**src/rtl/if_fetch_stage_if.sv**
```systemverilog
// Instruction-memory request/response bus between the fetch stage and imem.
//   req    : request valid (master -> slave)
//   addr   : 4-aligned byte address of the requested word (master -> slave)
//   gnt    : request accepted this cycle when req & gnt (slave -> master)
//   rvalid : response valid, at least one cycle after acceptance (slave -> master)
//   rdata  : response instruction word (slave -> master)
interface if_fetch_stage_if;
    logic        req;
    logic [31:0] addr;
    logic        gnt;
    logic        rvalid;
    logic [31:0] rdata;

    modport master (
        output req,
        output addr,
        input  gnt,
        input  rvalid,
        input  rdata
    );

    modport slave (
        input  req,
        input  addr,
        output gnt,
        output rvalid,
        output rdata
    );
endinterface

```
**src/rtl/if_fetch_stage.sv**
```systemverilog
// Fetch stage feeding the IF/ID pipeline register.
// Owns the fetch PC and keeps at most one instruction-memory request in
// flight. Applies EX redirects, holds under hazard stall, and emits a NOP
// bubble whenever it has no valid instruction.
//
// Ports:
//   clk            : clock, all state updates on posedge
//   rst            : asynchronous active-high reset
//   stall_F        : hazard unit hold request (only meaningful in HOLD)
//   redirect_valid : branch taken / jump from EX, beats stall and normal flow
//   redirect_pc    : redirect target, low two bits ignored
//   imem           : instruction-memory bus (master side)
//   PC_F           : address of the instruction on instr_F
//   instr_F        : fetched instruction, NOP_INSTR when valid_F = 0
//   valid_F        : instr_F holds a real instruction
//
// state | meaning
// ------+--------------------------------------------------------------
// IDLE  | first cycle out of reset, no request yet
// FETCH | request for pc_q on the bus, waiting for grant
// WAIT  | request accepted, waiting for its response
// HOLD  | instruction presented to IF/ID, waiting to be consumed
// DROP  | a stale response is still owed; it will be discarded
module if_fetch_stage #(
    parameter logic [31:0] RESET_PC  = 32'h0000_0000,
    parameter logic [31:0] NOP_INSTR = 32'h0000_0013
) (
    input  logic                     clk,
    input  logic                     rst,
    input  logic                     stall_F,
    input  logic                     redirect_valid,
    input  logic [31:0]              redirect_pc,
    if_fetch_stage_if.master         imem,
    output logic [31:0]              PC_F,
    output logic [31:0]              instr_F,
    output logic                     valid_F
);

    typedef enum logic [2:0] {
        IDLE  = 3'd0,
        FETCH = 3'd1,
        WAIT  = 3'd2,
        HOLD  = 3'd3,
        DROP  = 3'd4
    } state_t;

    state_t      state_q;
    state_t      state_d;
    logic [31:0] pc_q;
    logic [31:0] pc_d;
    logic [31:0] instr_q;
    logic [31:0] instr_d;
    logic [31:0] redirect_tgt;

    // Masking rather than slicing keeps every redirect_pc bit in use.
    assign redirect_tgt = redirect_pc & 32'hFFFF_FFFC;

    always_ff @(posedge clk or posedge rst) begin
        if (rst) begin
            state_q <= IDLE;
            pc_q    <= RESET_PC;
            instr_q <= NOP_INSTR;
        end else begin
            state_q <= state_d;
            pc_q    <= pc_d;
            instr_q <= instr_d;
        end
    end

    always_comb begin
        state_d = state_q;
        pc_d    = pc_q;
        instr_d = instr_q;

        unique case (state_q)
            IDLE: begin
                state_d = FETCH;
                if (redirect_valid) begin
                    pc_d = redirect_tgt;
                end
            end

            FETCH: begin
                if (redirect_valid) begin
                    pc_d = redirect_tgt;
                    // A granted request still owes us a response that must be eaten.
                    state_d = imem.gnt ? DROP : FETCH;
                end else if (imem.gnt) begin
                    state_d = WAIT;
                end
            end

            WAIT: begin
                if (redirect_valid) begin
                    pc_d    = redirect_tgt;
                    state_d = imem.rvalid ? FETCH : DROP;
                end else if (imem.rvalid) begin
                    instr_d = imem.rdata;
                    state_d = HOLD;
                end
            end

            HOLD: begin
                if (redirect_valid) begin
                    pc_d    = redirect_tgt;
                    state_d = FETCH;
                end else if (!stall_F) begin
                    // Natural 32-bit wrap from FFFF_FFFC to 0000_0000.
                    pc_d    = pc_q + 32'd4;
                    state_d = FETCH;
                end
            end

            DROP: begin
                if (redirect_valid) begin
                    pc_d = redirect_tgt;
                end
                if (imem.rvalid) begin
                    state_d = FETCH;
                end
            end

            default: begin
                state_d = IDLE;
            end
        endcase
    end

    assign imem.req  = (state_q == FETCH);
    assign imem.addr = pc_q;
    assign PC_F      = pc_q;
    assign valid_F   = (state_q == HOLD);
    assign instr_F   = valid_F ? instr_q : NOP_INSTR;

endmodule

```
**src/flat_wrapper.sv**
```systemverilog
// flat-port wrapper written by rule: the top's interface ports become plain ports
module if_fetch_stage_flat 
#(
    parameter logic [31:0] RESET_PC  = 32'h0000_0000,
    parameter logic [31:0] NOP_INSTR = 32'h0000_0013
)
  (clk, rst, stall_F, redirect_valid, redirect_pc, PC_F, instr_F, valid_F, imem_req, imem_addr, imem_gnt, imem_rvalid, imem_rdata);
  if_fetch_stage_if imem_i ();
  input  logic clk;
  input  logic rst;
  input  logic stall_F;
  input  logic redirect_valid;
  input  logic [31:0] redirect_pc;
  output logic [31:0] PC_F;
  output logic [31:0] instr_F;
  output logic valid_F;
  output wire logic [$bits(imem_i.req)-1:0] imem_req;
  output wire logic [$bits(imem_i.addr)-1:0] imem_addr;
  input wire logic [$bits(imem_i.gnt)-1:0] imem_gnt;
  input wire logic [$bits(imem_i.rvalid)-1:0] imem_rvalid;
  input wire logic [$bits(imem_i.rdata)-1:0] imem_rdata;
  assign imem_req = imem_i.req;
  assign imem_addr = imem_i.addr;
  assign imem_i.gnt = imem_gnt;
  assign imem_i.rvalid = imem_rvalid;
  assign imem_i.rdata = imem_rdata;
  if_fetch_stage #(.RESET_PC(RESET_PC), .NOP_INSTR(NOP_INSTR)) u_core (.clk(clk), .rst(rst), .stall_F(stall_F), .redirect_valid(redirect_valid), .redirect_pc(redirect_pc), .imem(imem_i), .PC_F(PC_F), .instr_F(instr_F), .valid_F(valid_F));
endmodule
```
**config.mk**
```make
export PLATFORM = sky130hd
export DESIGN_NAME = if_fetch_stage_flat
export DESIGN_NICKNAME = d
export VERILOG_FILES = /design/src/rtl/if_fetch_stage_if.sv /design/src/rtl/if_fetch_stage.sv /design/src/flat_wrapper.sv
export SDC_FILE = /design/constraint.sdc
export NUM_CORES = 1
export LEC_CHECK = 0
export ABC_AREA = 1
export CORE_MARGIN = 2
export CORE_UTILIZATION = 48
export CTS_CLUSTER_SIZE = 16
export DETAILED_ROUTE_END_ITERATION = 10
export PLACE_DENSITY = 0.93
export SYNTH_ARGS = -nofsm -noshare
export SYNTH_HDL_FRONTEND = slang
export SYNTH_SLANG_ARGS = --single-unit
```
**constraint.sdc**
```tcl
create_clock -name clk -period 3.1 [get_ports clk]
set_input_delay 0.62 -clock clk [delete_from_list [all_inputs] [get_ports clk]]
set_output_delay 0.62 -clock clk [all_outputs]
set_load 0.01 [all_outputs]
```
==> results_tabular.tex <==
\begin{tabular}{lr}
\hline
Metric & Value \\
\hline
\multicolumn{2}{l}{\textbf{Logic synthesis}} \\
\quad Syn Inst Count & 649 \\
\quad Number of warnings issued by yosys & 0 \\
\quad Post-synthesis cell type count & 27 \\
\quad Total standard cell area after synthesis & around 4300 sq um \\
\quad Share of the yosys chip area belonging to registers & 0.382 \\
\quad Most numerous cell in the Yosys netlist & nand2\_1 \\
\quad Main area contributors after synthesis & dfrtp\_1 36\%, nand2\_1 17\%, nor2\_1 12\%, buf\_4 7.2\%, inv\_1 5.8\% \\
\quad Main synth FF type & dfrtp\_1 \\
\quad Mean instance size in the synthesized netlist & approximately 6.6 sq um \\
\quad Async set-reset flop share out of synthesis & 1.00 \\
\quad Area fraction of the dominant cell type after synthesis & 0.364 \\
\quad Post-synthesis register bit count & 65 \\
\quad Commonest cells post-synth & 193 x nand2\_1, 135 x nor2\_1, 66 x inv\_1, 62 x dfrtp\_1, 45 x nand3\_1 \\
\quad Yosys top cell by area & dfrtp\_1 \\
\quad Number of enable-type register cells in the synthesized netlist & 0 \\
\multicolumn{2}{l}{\textbf{Clock tree}} \\
\quad TritonCTS buffer count & 9 \\
\quad Insertion delay to the later sink of the worst-skew pair & 0.34 ns \\
\quad Maximum buffer depth of the clock tree & 2 \\
\quad Clock sink count & between 60 and 70 \\
\quad Number of H-tree levels & 3 \\
\quad Setup fix buffers added after clock tree synthesis & 0 \\
\quad Root buffer cell & clkbuf\_8 \\
\quad CTS tree & done \\
\quad Post-CTS clock slew at the launch and capture registers of the worst setup and hold paths & approximately 0.08 ns \\
\multicolumn{2}{l}{\textbf{Placement}} \\
\quad Weighted congestion at the end of routability-driven global placement & a little under 0.9 \\
\quad Number of buffers inserted by port buffering & between 150 and 200 \\
\quad Worst setup slack after placement & between 0.4 and 0.5 ns \\
\quad Detail Placement HPWL & 9240 um \\
\multicolumn{2}{l}{\textbf{Floorplanning}} \\
\quad Die boundary height & about 98 um \\
\quad Area enclosed by the die boundary & about 9700 sq um \\
\quad Placeable Area & about 8700 sq um \\
\quad Number of top-level pins & approximately 170 \\
\quad Chip width & 98.3 um \\
\quad Number of core rows & 34 \\
\quad Initial core utilization & 0.492 \\
\multicolumn{2}{l}{\textbf{Timing}} \\
\quad Final hold vios & 0 \\
\quad Pin slew with the least headroom to its limit & about 0.87 ns \\
\quad Peak clock frequency supported by timing & between 300 and 400 MHz \\
\quad Final worst-path setup slack & about 0.11 ns \\
\quad Portion of the clock cycle consumed by the worst path in the final layout & 0.965 \\
\quad Endpoints failing setup & 0 \\
\quad Number of pins with negative max-slew slack in the final report & 0 \\
\quad Setup repair after global routing missed its margin & true \\
\quad Post-route minimum period & between 2 and 3 ns \\
\quad Relative slew margins & 0.421 \\
\quad Clock Skew & approximately 0.0070 ns \\
\multicolumn{2}{l}{\textbf{Setup path}} \\
\quad End of the worst register-to-register path & u\_core.PC\_F[26] \\
\quad Worst reg2reg path startpoint & u\_core.PC\_F[3] \\
\quad Kind of launch point of the worst setup path & flop \\
\quad Register-to-register path setup slack & 1.15 ns \\
\quad Category of the most critical setup path & flop to primary output \\
\quad CP required & roughly 2.5 ns \\
\quad Slowest stage cell, crit path & clkdlybuf4s50\_1 \\
\quad CP peak stage delay & 0.55 ns \\
\quad Capturing element type of the critical path & primary output \\
\quad Number of cells on the worst reg-to-reg path & 10 \\
\quad Worst setup path start & u\_core.state\_q[2] \\
\quad Top fanout value on the critical path & 30 \\
\quad Worst endpoint data arrival time & approximately 2.4 ns \\
\quad Crit-path cells & inv\_2, nand2\_1, nor2\_2, inv\_1, buf\_4, nor2\_1, clkdlybuf4s50\_1 \\
\quad End of the critical path & instr\_F[21] \\
\multicolumn{2}{l}{\textbf{Layout}} \\
\quad Antenna Cells & 0 \\
\quad Post-layout net count & about 850 \\
\quad Share of final-layout standard cells stronger than drive strength 1 & 0.0704 \\
\quad Utilization of the core after routing & 0.687 \\
\quad Layout-stage area growth over the synthesis result & 39.7\% \\
\multicolumn{2}{l}{\textbf{Drt}} \\
\quad Total detailed-routing wirelength & between 10,000 and 15,000 um \\
\quad Detailed-routing iteration count for the pre-antenna-repair pass & 5 \\
\quad Routed vias & 4,456 \\
\quad Drt initial violations & around 180 \\
\quad Average via count per standard cell & about 5.0 \\
\quad Final routed wire length divided by cell count & $\sim$14 um \\
\quad DRC violation count after routing & 0 \\
\quad Post-detailed-route count of antenna-violating nets & 0 \\
\multicolumn{2}{l}{\textbf{Min path}} \\
\quad Hold/Removal Path Class & flop to flop \\
\multicolumn{2}{l}{\textbf{GRT}} \\
\quad Total global routing track utilization & 0.253 \\
\quad Via count of the first global-routing pass & around 4,200 \\
\quad Total global routing overflow & 0 \\
\quad Global-route wire length before repair & around 20,000 um \\
\quad Number of antenna violations at the first check in global routing & 0 \\
\quad Pin count of the biggest net entering global routing & 43 \\
\multicolumn{2}{l}{\textbf{Run}} \\
\quad Max-cap violations & 0 \\
\multicolumn{2}{l}{\textbf{Pwr}} \\
\quad Pleak & approximately 2.8 nW \\
\quad Power density of the placed cells & 951 nW/um\^{}2 \\
\quad Maximum vdd drop & about 0.38 mV \\
\multicolumn{2}{l}{\textbf{Status}} \\
\quad Status & finished clean \\
\hline
\end{tabular}
## sequential cells by signal, summed over array words and instances, names as in the netlist
| register | cells |
|---|---|
| u_core.state_q | 3 |
| u_core.PC_F | 30 |
| u_core.instr_q | 32 |
## metal layers
| layer | up-vias | global-route usage | wire, um |
|---|---|---|---|
| li1 | 2200 | - | - |
| met1 | 2020 | 0.302 | 4810 |
| met4 | 0 | 0.0938 | 239 |
| met5 | - | 0 | 0 |
| met2 | 214 | 0.445 | 6100 |
| met3 | 22 | 0.0551 | 1020 |
## metrics by stage
step | setup TNS [ns] | area (sq um) | cells | power (mW) | hold WS, ns
3_3_place_gp | 0 | 5710 | 873 | 4.62 | 0.492
2_1_floorplan | 0 | 4280 | 652 | 3.55 | 0.481
3_5_place_dp | 0 | 5710 | 873 | 4.76 | 0.503
5_1_grt | -0.190 | 5960 | 889 | 6.08 | 0.531
6_report | 0 | 5960 | 889 | 5.67 | 0.518
4_1_cts | 0 | 5960 | 889 | 5.69 | 0.521
## layout make-up
type | count | area [sq um]
clock buffers | 10 | 138
fillers | 752 | 2720
well taps | 108 | 135
inverters | 71 | 267
repair buffers | 167 | 1670
multi-input cells | 462 | 2010
flip-flops and latches | 65 | 1630
clock inverters | 6 | 114
## worst max-delay path: cells and delay by family (launching register included)
| family | cells | cell delay, ns |
|---|---|---|
| buffers and inverters | 4 | 1.33 |
| DFF | 1 | 0.41 |
| and+or+nand+nor | 3 | 0.27 |
## cell families (layout without fill, tap and decap cells)
kind of cell / count (synthesis) / in the layout / synth area share
fa+ha+maj: 1 / 1 / 0.00293
buf+inv: 125 / 254 / 0.152
simple gates: 399 / 399 / 0.383
compound gates: 48 / 48 / 0.0569
flops: 65 / 65 / 0.382
mux: 3 / 3 / 0.00792
other cells: 1 / 4 / 0.000879
xor+xnor: 7 / 7 / 0.0144
## report_power, final
group / switching (mW) / internal [mW] / leakage, nW
logic: 1.57 / 1.46 / 1.99
registers: 0.462 / 1.26 / 0.728
clock network: 0.356 / 0.559 / 0.119
## cells in the final DEF (no fill, tap or decap), types with 10 or more instances in the layout
cell type	instances
dfrtp_1	62
nor2_2	13
nor2_1	134
nand3_1	44
nand2_1	192
a21oi_1	31
o21ai_0	16
inv_1	65
clkbuf_8	10
clkdlybuf4s50_1	161
## worst min-delay path by stage
stage                             startpoint                 end  slack, ns  depth (start not counted)
after CTS                 u_core.instr_q[16]  u_core.instr_q[16]       0.52                          2
after floorplan           u_core.instr_q[10]  u_core.instr_q[10]       0.48                          2
after detailed placement   u_core.instr_q[6]   u_core.instr_q[6]       0.50                          2
after global routing      u_core.instr_q[26]  u_core.instr_q[26]       0.53                          2
after global placement     u_core.instr_q[6]   u_core.instr_q[6]       0.49                          2
final                      u_core.instr_q[6]   u_core.instr_q[6]       0.52                          2
## what timing repair did
item                       in CTS  in global routing
setup endpoints to repair       0                  4
gates resized for setup         0                  0
hold buffers                    0                  0
No activity file was read; power rests on OpenSTA's default activity.
